<file path="config.mk">
export PLATFORM = sky130hd
export DESIGN_NAME = truth_table_sweeper
export DESIGN_NICKNAME = d
export VERILOG_FILES = /design/src/rtl/truth_sweep_pkg.sv /design/src/rtl/tally_counter.sv /design/src/rtl/truth_table_sweeper.sv
export SDC_FILE = /design/constraint.sdc
export NUM_CORES = 1
export LEC_CHECK = 0
export ABC_CLOCK_PERIOD_IN_PS = 2250
export CAP_MARGIN = 25
export CORE_MARGIN = 10
export CORE_UTILIZATION = 47
export CTS_CLUSTER_SIZE = 24
export DETAILED_ROUTE_END_ITERATION = 16
export PLACE_DENSITY_LB_ADDON = 0.12
export REMOVE_ABC_BUFFERS = 1
export SETUP_SLACK_MARGIN = 0.05
export SLEW_MARGIN = 20
export SYNTH_ARGS = -nofsm -noshare
export SYNTH_HDL_FRONTEND = slang
export SYNTH_HIERARCHICAL = 1
export SYNTH_SLANG_ARGS = --single-unit
</file>
<file path="constraint.sdc">
create_clock -name clk -period 2.25 [get_ports clk]
set_input_delay 0.45 -clock clk [delete_from_list [all_inputs] [get_ports clk]]
set_output_delay 0.45 -clock clk [all_outputs]
set_load 0.01 [all_outputs]
</file>
<file path="src/rtl/truth_sweep_pkg.sv">
// Shared definitions for the truth-table sweeper: FSM state encoding,
// legal parameter ranges and the width of the settle-delay counter.
// Imported by truth_table_sweeper and its sub-modules.
package truth_sweep_pkg;

  // Legal parameter ranges of the sweeper
  localparam int N_IN_MIN       = 2;
  localparam int N_IN_MAX       = 8;
  localparam int SETTLE_CYC_MIN = 1;
  localparam int SETTLE_CYC_MAX = 15;

  // Settle counter is sized for the largest legal settle time
  localparam int SETTLE_CNT_W = $clog2(SETTLE_CYC_MAX + 1);

  typedef enum logic [1:0] {
    ST_IDLE   = 2'd0,
    ST_SETTLE = 2'd1,
    ST_CHECK  = 2'd2,
    ST_DONE   = 2'd3
  } sweep_state_t;

  // A sweep counts as active only while vectors are being driven/checked
  function automatic logic is_busy_state(input sweep_state_t s);
    return (s == ST_SETTLE) || (s == ST_CHECK);
  endfunction

endpackage

</file>
<file path="src/rtl/tally_counter.sv">
// Saturation-free up-counter used for the per-sweep tallies.
// Ports: clk, rst (async, active-high), clr (sync clear, wins over en),
//        en (count enable), count (WIDTH-bit tally).
module tally_counter #(
  parameter int WIDTH = 5
) (
  input  logic             clk,
  input  logic             rst,
  input  logic             clr,
  input  logic             en,
  output logic [WIDTH-1:0] count
);

  always_ff @(posedge clk or posedge rst) begin
    if (rst) begin
      count <= '0;
    end else if (clr) begin
      count <= '0;
    end else if (en) begin
      count <= count + 1'b1;
    end
  end

endmodule

</file>
<file path="src/rtl/truth_table_sweeper.sv">
// Drives every input vector of an N_IN-input function in turn, holds each
// for SETTLE_CYC cycles, then compares f_in against latched on/dc masks.
// Ports: clk, rst (async, active-high), start/abort control, on_mask/dc_mask
//        expected function, f_in response; vec_out stimulus, busy/done/pass
//        status, on/off/dc/err tallies. Defining FIRST_ERR_CAPTURE_EN adds
//        first_err_vld/first_err_idx (index of the first mismatch of a sweep).
module truth_table_sweeper
  import truth_sweep_pkg::*;
#(
  parameter int N_IN       = 4,
  parameter int SETTLE_CYC = 2
) (
  input  logic                 clk,
  input  logic                 rst,
  input  logic                 start,
  input  logic                 abort,
  input  logic [2**N_IN-1:0]   on_mask,
  input  logic [2**N_IN-1:0]   dc_mask,
  input  logic                 f_in,
  output logic [N_IN-1:0]      vec_out,
  output logic                 busy,
  output logic                 done,
  output logic                 pass,
  output logic [N_IN:0]        on_cnt,
  output logic [N_IN:0]        off_cnt,
  output logic [N_IN:0]        dc_cnt,
  output logic [N_IN:0]        err_cnt
`ifdef FIRST_ERR_CAPTURE_EN
  ,
  output logic                 first_err_vld,
  output logic [N_IN-1:0]      first_err_idx
`endif
);

  localparam int NVEC = 2**N_IN;
  localparam logic [N_IN-1:0]         LAST_IDX    = {N_IN{1'b1}};
  localparam logic [SETTLE_CNT_W-1:0] SETTLE_LAST = SETTLE_CNT_W'(SETTLE_CYC - 1);

  sweep_state_t            state;
  logic [N_IN-1:0]         idx;
  logic [SETTLE_CNT_W-1:0] settle_cnt;
  logic [NVEC-1:0]         on_lat;
  logic [NVEC-1:0]         dc_lat;

  logic accept;
  logic check_go;
  logic cur_on;
  logic cur_dc;
  logic mismatch;

  assign accept   = (state == ST_IDLE) && start && !abort;
  // An aborted CHECK cycle must not touch the tallies
  assign check_go = (state == ST_CHECK) && !abort;
  assign cur_on   = on_lat[idx];
  assign cur_dc   = dc_lat[idx];
  // Don't-care vectors are never compared, even if their on bit is set
  assign mismatch = !cur_dc && (f_in != cur_on);

  assign vec_out = idx;
  assign busy    = is_busy_state(state);

  always_ff @(posedge clk or posedge rst) begin
    if (rst) begin
      state      <= ST_IDLE;
      idx        <= '0;
      settle_cnt <= '0;
      on_lat     <= '0;
      dc_lat     <= '0;
      done       <= 1'b0;
      pass       <= 1'b0;
    end else begin
      done <= 1'b0;
      case (state)
        ST_IDLE: begin
          if (accept) begin
            on_lat     <= on_mask;
            dc_lat     <= dc_mask;
            idx        <= '0;
            settle_cnt <= '0;
            pass       <= 1'b0;
            state      <= ST_SETTLE;
          end
        end
        ST_SETTLE: begin
          if (abort) begin
            state <= ST_IDLE;
          end else if (settle_cnt == SETTLE_LAST) begin
            state <= ST_CHECK;
          end else begin
            settle_cnt <= settle_cnt + 1'b1;
          end
        end
        ST_CHECK: begin
          if (abort) begin
            state <= ST_IDLE;
          end else if (idx == LAST_IDX) begin
            state <= ST_DONE;
          end else begin
            idx        <= idx + 1'b1;
            settle_cnt <= '0;
            state      <= ST_SETTLE;
          end
        end
        ST_DONE: begin
          // err_cnt already holds the final CHECK's contribution here
          done  <= 1'b1;
          pass  <= (err_cnt == '0);
          state <= ST_IDLE;
        end
        default: state <= ST_IDLE;
      endcase
    end
  end

  tally_counter #(.WIDTH(N_IN + 1)) u_on_cnt (
    .clk(clk), .rst(rst), .clr(accept),
    .en(check_go && !cur_dc && cur_on), .count(on_cnt)
  );

  tally_counter #(.WIDTH(N_IN + 1)) u_off_cnt (
    .clk(clk), .rst(rst), .clr(accept),
    .en(check_go && !cur_dc && !cur_on), .count(off_cnt)
  );

  tally_counter #(.WIDTH(N_IN + 1)) u_dc_cnt (
    .clk(clk), .rst(rst), .clr(accept),
    .en(check_go && cur_dc), .count(dc_cnt)
  );

  tally_counter #(.WIDTH(N_IN + 1)) u_err_cnt (
    .clk(clk), .rst(rst), .clr(accept),
    .en(check_go && mismatch), .count(err_cnt)
  );

`ifdef FIRST_ERR_CAPTURE_EN
  // Only the first mismatch of a sweep is kept; later ones are ignored
  always_ff @(posedge clk or posedge rst) begin
    if (rst) begin
      first_err_vld <= 1'b0;
      first_err_idx <= '0;
    end else if (accept) begin
      first_err_vld <= 1'b0;
      first_err_idx <= '0;
    end else if (check_go && mismatch && !first_err_vld) begin
      first_err_vld <= 1'b1;
      first_err_idx <= idx;
    end
  end
`endif

endmodule

</file>
==> reports/qor.log, run 1 <==
[worst_hold_path] worst min-delay path class in2async
[routing] Final ANT Viol Nets 0
[status] outcome finished with violations
[global_routing] first-pass GRT wire length 13000 um
[job] max-cap violation count 0
[routing] routed wirelength normalized by instance count 14.4 um
[placement] Post-DP Area 4180 um2
[placement] estimated wirelength of the detail-placed design 5590 um
[routing] wire length reported by the detailed router 7620 um
[yosys] Async SR Flop Fraction 1.00
[clock_tree] TritonCTS Buffers 9
[setup_path] crit start category flop
[finish] Antenna Cells 0
[clock_tree] number of H-tree levels 3
[timing] Worst Setup Slack, final -0.0967 ns
[setup_path] startpoint-to-endpoint class of the critical path reg2reg
[yosys] Seq cells post-synth 64
[global_routing] Tot GR Track Use 0.142
[floorplanning] starting utilization of the core area 0.486
[clock_tree] CTS tree built
[placement] number of cells in the design after placement 511
[routing] DR vias 2652
[clock_tree] CTS root buf sky130_fd_sc_hd__clkbuf_8
[clock_tree] clk sink count 64
[setup_path] nature of the critical path endpoint flop
[yosys] post-synthesis sequential area ratio 0.482
[power] VDD IR max 0.549 mV
[routing] post-DR vias/cell 5.01
[timing] number of max-slew violations in the final report 0
[setup_path] critical path fanouts, max 4
[routing] violation count after the first detailed-routing iteration 135
[yosys] unique cell type count in the Yosys netlist 42
[yosys] netlist area before placement 3320 um2
[power] power per unit of standard cell area 1070 nW/um2
[global_routing] residual overflow from global routing 0
[timing] remaining max-slew budget at the tightest pin 0.780
[power] Pleak 2.13 nW
[finish] fill cell count 557
[floorplanning] placeable core region 6830 um2
[yosys] Post-Syn Instances 341
[clock_tree] Max clock buf depth 2
[floorplanning] Die X-Extent 104 um
[finish] most common library cell in the layout ignoring fill and taps sky130_fd_sc_hd__nand2_1
[floorplanning] DIE AREA 10800 um2
[routing] number of optimization iterations in the first detailed-route pass 4
[yosys] average footprint of a synthesized cell 9.74 um2
[finish] area added between synthesis and finish 34.3%
[setup_path] arrival time worst endpoint 2.57 ns
[timing] fmax 426 MHz
[timing] Worst Clk Skew 0.0132 ns
[finish] core utilization of the finished layout 0.653
[yosys] number of enable flip-flop cells after synthesis 0
[timing] shortest clock period the worst path allows after layout 2.35 ns
[floorplanning] I/O Pins 64
[global_routing] via count of the first global-routing pass 2789
[finish] summed area of non-filler cells in the final layout 4460 um2
[global_routing] antenna violations before repair 0
[timing] RSZ-0062 raised after global routing true
[global_routing] pin count of the biggest net entering global routing 44
[placement] number of buffers added on ports 63
[finish] leading cell types in the layout, fill and taps excluded sky130_fd_sc_hd__nand2_1 (104), sky130_fd_sc_hd__clkdlybuf4s50_1 (63), sky130_fd_sc_hd__dfrtp_1 (62)
[floorplanning] die height 104 um
[yosys] Synth warnings 6
[timing] Final Hold Vio Count 0
[yosys] primary flip-flop cell chosen by synthesis mapping sky130_fd_sc_hd__dfrtp_1
[clock_tree] insertion delay to the later sink of the worst-skew pair 0.34 ns
[finish] layout net count 477
[timing] actual slew at the worst max-slew pin 0.330 ns
[floorplanning] number of rows created at floorplan 30
[timing] Sum Neg Setup Slack -0.319 ns
[status] violated checks negative setup slack
[finish] share of post-route cells with drive strength above 1 0.162
[setup_path] required time at the endpoint of the critical path 2.47 ns
[timing] total of endpoints with negative setup slack in the final report 5
[clock_tree] clock-pin transition on the worst setup and hold timing paths 0.07 ns
[finish] final cell count without fillers 529
[placement] final estimated routing congestion in global placement 0.793
[timing] final worst-path cycle share 1.04
[routing] DRC Markers 0
-- final timing paths --
kind	from	end	slack [ns]	depth (start not counted)
max reg2reg	vec_out[1]$_DFFE_PP0P_	u_on_cnt/count[4]$_DFFE_PP0P_	-0.1	8
max	vec_out[1]$_DFFE_PP0P_	u_on_cnt/count[4]$_DFFE_PP0P_	-0.1	8
min reg2reg	on_lat[2]$_DFFE_PP0P_	on_lat[2]$_DFFE_PP0P_	0.47	2
min in group clk	on_lat[2]$_DFFE_PP0P_	on_lat[2]$_DFFE_PP0P_	0.47	2
max in group asynchronous	rst	vec_out[1]$_DFFE_PP0P_	1.40	3
min	rst	on_lat[3]$_DFFE_PP0P_	0.42	2
-- sequential cells by signal, indices dropped and copies added, names as in the netlist --
signal and count:
u_off_cnt/count 5, u_err_cnt/count 5, pass 1, dc_lat 16
u_dc_cnt/count 5, settle_cnt 4, state 2, vec_out 4
done 1, on_lat 16, u_on_cnt/count 5
-- layer usage --
metal | vias to the layer above | routed length (um) | track usage
li1 | 1309 | - | -
met1 | 1281 | 3470 | 0.172
met2 | 53 | 3690 | 0.236
met3 | 9 | 347 | 0.0347
met4 | 0 | 104 | 0.0577
met5 | - | 0 | 0
-- cells in the mapped netlist (all sizes together) (7+ instances only) --
cell     n  area share
mux2i   14       0.042
mux2     9       0.041
nor2b   10       0.019
o21ai   10       0.015
nand2  105        0.12
a21oi   10       0.016
dfrtp   64        0.48
nand4   10       0.026
inv     12       0.014
nand3    7       0.011
buf      8       0.023
ha      11       0.041
nor2    26       0.029
-- report_power, final --
part / switching [W] / leakage (nW) / internal, W
combinational: 0.000888 / 1.19 / 0.000921
sequential: 0.000299 / 0.834 / 0.00155
clock: 0.000432 / 0.112 / 0.000677
total: 0.00162 / 2.13 / 0.00314
-- critical path, stage by stage (launching register included) --
cell                      delay [ns]
sky130_fd_sc_hd__dfrtp_2        0.41
sky130_fd_sc_hd__mux4_2         0.51
sky130_fd_sc_hd__mux2_4         0.29
sky130_fd_sc_hd__a22oi_2        0.20
sky130_fd_sc_hd__nand2_2        0.12
sky130_fd_sc_hd__a21oi_2        0.13
sky130_fd_sc_hd__buf_4          0.15
sky130_fd_sc_hd__nand4_1        0.12
sky130_fd_sc_hd__mux2_4         0.31
-- cell type report --
type	instances	area [um2]	share of cell area
clock buffer	12	155	0.0348
timing repair buffer	90	870	0.195
tap	96	120	0.0269
inverter	13	48.8	0.0109
multi-input combinational	251	1600	0.358
clock inverter	3	65.1	0.0146
sequential	64	1600	0.360
-- repair_timing --
action,in CTS,in global routing
gates resized for setup,5,7
hold buffers,0,0
endpoints found under the setup margin,16,17
buffers inserted,2,1
pin swaps,1,3
-- per-stage QoR --
stage               setup WS, ns  hold WS, ns  power, W
floorplan                 -0.834        0.229   0.00290
global placement          -0.123        0.454   0.00353
detailed placement        -0.194        0.463   0.00360
CTS                      -0.0899        0.410   0.00475
global route              -0.178        0.427   0.00509
finish                   -0.0967        0.417   0.00476
-- cells by family after synthesis --
family / synth area share
AO/OA/AOI/OAI: 0.0633
XOR/XNOR: 0.0158
adder cells (fa/ha/maj): 0.0414
buffers and inverters: 0.0433
flip-flops: 0.482
multiplexers: 0.111
AND/OR/NAND/NOR: 0.243
Power figures use the tool's default switching activity.
==> run 2, diff against run 1 <==
--- a/config.mk
+++ b/config.mk
@@ -5,6 +5,7 @@
 export SDC_FILE = /design/constraint.sdc
 export NUM_CORES = 1
 export LEC_CHECK = 0
+export ABC_AREA = 1
 export ABC_CLOCK_PERIOD_IN_PS = 2250
 export CAP_MARGIN = 25
 export CORE_MARGIN = 10
==> reports/qor.log, run 2 <==
[setup_path] worst path cell trace inv_1, ha_1, clkdlybuf4s50_1
[setup_path] Slowest Stage Delay on Critical Path 0.54 ns
[placement] number of buffers added on ports 63
[clock_tree] clock-pin transition on the worst setup and hold timing paths 0.07 ns
[finish] final cell count without fillers 607
[clock_tree] CTS tree built
[clock_tree] CTS root buf sky130_fd_sc_hd__clkbuf_8
[timing] Final Hold Vio Count 0
[clock_tree] TritonCTS Buffers 9
[global_routing] antenna violations before repair 0
[routing] DRC Markers 0
[floorplanning] starting utilization of the core area 0.490
[timing] Sum Neg Setup Slack 0 ns
[status] outcome finished, final reports clean
[yosys] top post-synthesis cells by count sky130_fd_sc_hd__nand2_1 (129), sky130_fd_sc_hd__inv_1 (66), sky130_fd_sc_hd__dfrtp_1 (64)
[floorplanning] number of rows created at floorplan 30
[job] max-cap violation count 0
[setup_path] depth of the worst register-to-register path 11
[timing] total of endpoints with negative setup slack in the final report 0
[setup_path] Worst Setup EP busy
[placement] number of cells in the design after placement 591
[clock_tree] clk sink count 64
[clock_tree] number of H-tree levels 3
[yosys] primary flip-flop cell chosen by synthesis mapping sky130_fd_sc_hd__dfrtp_1
[yosys] synthesized-area fraction occupied by ao, oa, aoi and oai cells 0.111
[setup_path] required time at the endpoint of the critical path 1.80 ns
[yosys] multiplexer share of the synthesized area 0
[floorplanning] DIE AREA 11000 um2
[yosys] combinational family with the most area after synthesis simple AND/OR/NAND/NOR gates
[timing] shortest clock period the worst path allows after layout 2.08 ns
[finish] most common library cell in the layout ignoring fill and taps sky130_fd_sc_hd__nand2_1
[clock_tree] insertion delay to the later sink of the worst-skew pair 0.34 ns
[yosys] Post-Synth Simple-Gate Area 0.266
[timing] actual slew at the worst max-slew pin 0.678 ns
[setup_path] startpoint-to-endpoint class of the critical path reg2out
[yosys] top cell type by total area after synthesis sky130_fd_sc_hd__dfrtp_1
[power] Design Power 0.00438 W
[finish] core utilization of the finished layout 0.630
[power] power per unit of standard cell area 1010 nW/um2
[yosys] number of enable flip-flop cells after synthesis 0
[global_routing] residual overflow from global routing 0
[routing] Final ANT Viol Nets 0
[timing] remaining max-slew budget at the tightest pin 0.545
[routing] number of optimization iterations in the first detailed-route pass 6
[setup_path] arrival time worst endpoint 1.63 ns
[timing] number of max-slew violations in the final report 0
[routing] post-DR vias/cell 4.80
[floorplanning] Die X-Extent 105 um
[finish] Top Registers dc_lat x16, on_lat x16
[yosys] share of the synthesized netlist area taken by xor and xnor gates 0.0155
[setup_path] minimum setup slack among reg-to-reg paths 0.18 ns
[yosys] Synth warnings 6
[global_routing] Tot GR Track Use 0.144
[yosys] netlist area before placement 3380 um2
[setup_path] critical path fanouts, max 3
[setup_path] Critical path origin state[0]$_DFFE_PP0P_
[floorplanning] I/O Pins 64
[power] VDD IR max 0.521 mV
[yosys] most used standard cell by instance count after synthesis sky130_fd_sc_hd__nand2_1
[routing] wire length reported by the detailed router 7830 um
[yosys] synth top area cells sky130_fd_sc_hd__dfrtp_1 (47%), sky130_fd_sc_hd__nand2_1 (14%), sky130_fd_sc_hd__inv_1 (7.3%)
[yosys] Seq cells post-synth 64
[routing] violation count after the first detailed-routing iteration 89
[clock_tree] Max clock buf depth 2
[power] Pleak 2.11 nW
[placement] final estimated routing congestion in global placement 0.783
[setup_path] crit start category flop
[clock_tree] post-CTS setup-driven buffer insertion count 0
[finish] share of post-route cells with drive strength above 1 0.0959
[worst_hold_path] worst min-delay path class reg2reg
[yosys] Async SR Flop Fraction 1.00
[setup_path] CP max-delay cell sky130_fd_sc_hd__clkdlybuf4s50_1
[global_routing] first-pass GRT wire length 13400 um
[routing] DR vias 2911
[finish] Antenna Cells 0
[yosys] adder-cell share of the synthesized area 0.0407
[finish] leading cell types in the layout, fill and taps excluded sky130_fd_sc_hd__nand2_1 (129), sky130_fd_sc_hd__inv_1 (64), sky130_fd_sc_hd__dfrtp_1 (64)
[timing] Worst Clk Skew 0.00697 ns
[floorplanning] die height 105 um
[timing] final worst-path cycle share 0.926
[setup_path] launch point of the worst reg-to-reg path state[0]$_DFFE_PP0P_
[yosys] unique cell type count in the Yosys netlist 29
[yosys] Post-Syn Instances 434
[placement] estimated wirelength of the detail-placed design 5860 um
[setup_path] nature of the critical path endpoint output pin
[clock_tree] number of hold-repair buffers added at the cts stage 0
[yosys] average footprint of a synthesized cell 7.79 um2
[routing] routed wirelength normalized by instance count 12.9 um
[global_routing] via count of the first global-routing pass 2891
[setup_path] reg2reg end u_err_cnt/count[3]$_DFFE_PP0P_
[floorplanning] placeable core region 6910 um2
[yosys] proportion of netlist area held by the largest area contributor 0.474
[timing] RSZ-0062 raised after global routing true
[finish] area added between synthesis and finish 28.6%
[global_routing] pin count of the biggest net entering global routing 43
[finish] layout net count 554
[timing] fmax 480 MHz
[yosys] post-synthesis sequential area ratio 0.474
[run 2: cell types whose count changed after synthesis, moves of 6 or more]
cell / before / now
sky130_fd_sc_hd__inv_1: 12 / 66
sky130_fd_sc_hd__nand3_1: 7 / 38
sky130_fd_sc_hd__nand2_1: 104 / 129
sky130_fd_sc_hd__o21ai_0: 7 / 31
sky130_fd_sc_hd__mux2i_1: 14 / 0
sky130_fd_sc_hd__nor2_2: 0 / 12
sky130_fd_sc_hd__nor2b_1: 10 / 0
sky130_fd_sc_hd__mux2_4: 9 / 0
sky130_fd_sc_hd__a21oi_1: 9 / 17
sky130_fd_sc_hd__buf_6: 6 / 0
sky130_fd_sc_hd__nand4_1: 6 / 0
sky130_fd_sc_hd__o211ai_1: 0 / 6
[run 2: worst min path at each step]
stage / from / endpoint / depth (start not counted)
detailed placement: dc_lat[0]$_DFFE_PP0P_ / dc_lat[0]$_DFFE_PP0P_ / 2
CTS: dc_lat[0]$_DFFE_PP0P_ / dc_lat[0]$_DFFE_PP0P_ / 2
floorplan: rst / u_dc_cnt/count[0]$_DFFE_PP0P_ / 1
finish: dc_lat[0]$_DFFE_PP0P_ / dc_lat[0]$_DFFE_PP0P_ / 2
global route: dc_lat[6]$_DFFE_PP0P_ / dc_lat[6]$_DFFE_PP0P_ / 2
global placement: dc_lat[4]$_DFFE_PP0P_ / dc_lat[4]$_DFFE_PP0P_ / 2
[run 2: layer usage]
| metal | part of all wire | global-route usage |
|---|---|---|
| met3 | 0.042 | 0.0350 |
| met4 | 0.020 | 0.0627 |
| met1 | 0.48 | 0.189 |
| met2 | 0.46 | 0.221 |
| met5 | 0 | 0 |
[run 2: per-stage QoR]
step           hold slack [ns]  setup slack, ns  instance area, um2
5_1_grt                  0.502          0.00656                4350
3_5_place_dp             0.465            0.134                4160
6_report                 0.483            0.166                4350
2_1_floorplan            0.229           -0.169                3320
4_1_cts                  0.482            0.140                4340
3_3_place_gp             0.457            0.192                4160
[run 2: worst max-delay path, delay by kind of cell, from the launching register on]
kind	cells	cell delay, ns
flops	1	0.38
fa+ha+maj	1	0.28
buf+inv	2	0.63
[run 2: timing repair]
| action | 4_1_cts | 5_1_grt |
|---|---|---|
| endpoints found under the setup margin | 0 | 9 |
| endpoints found under the hold margin | 0 | 0 |
| resized for setup | 0 | 3 |
[run 2: cell families after synthesis]
kind of cell | after synthesis
AO/OA/AOI/OAI | 66
adder cells (fa/ha/maj) | 11
AND/OR/NAND/NOR | 208
XOR/XNOR | 6
buffers and inverters | 79
flip-flops | 64
[run 2: cell type report]
class / count / area [um2]
fillers: 654 / 2560
flip-flops and latches: 64 / 1600
multi-input cells: 291 / 1470
inverters: 69 / 259
clock buffers: 12 / 135
clock inverters: 4 / 45.0
repair buffers: 71 / 716
well taps: 96 / 120
[run 2: report_power, final]
part,switching [W],internal (W),total [W]
combinational,0.00101,0.000702,0.00172
clock,0.000438,0.000507,0.000945
sequential,0.000197,0.00153,0.00172
total,0.00165,0.00274,0.00438
==> run 3, diff against run 2 <==
--- a/config.mk
+++ b/config.mk
@@ -10,7 +10,6 @@
 export CAP_MARGIN = 25
 export CORE_MARGIN = 10
 export CORE_UTILIZATION = 47
-export CTS_CLUSTER_SIZE = 24
 export DETAILED_ROUTE_END_ITERATION = 16
 export PLACE_DENSITY_LB_ADDON = 0.12
 export REMOVE_ABC_BUFFERS = 1
==> results of run 3 <==
Same layout as run 2: the final DEF is identical, and so are final timing and power.
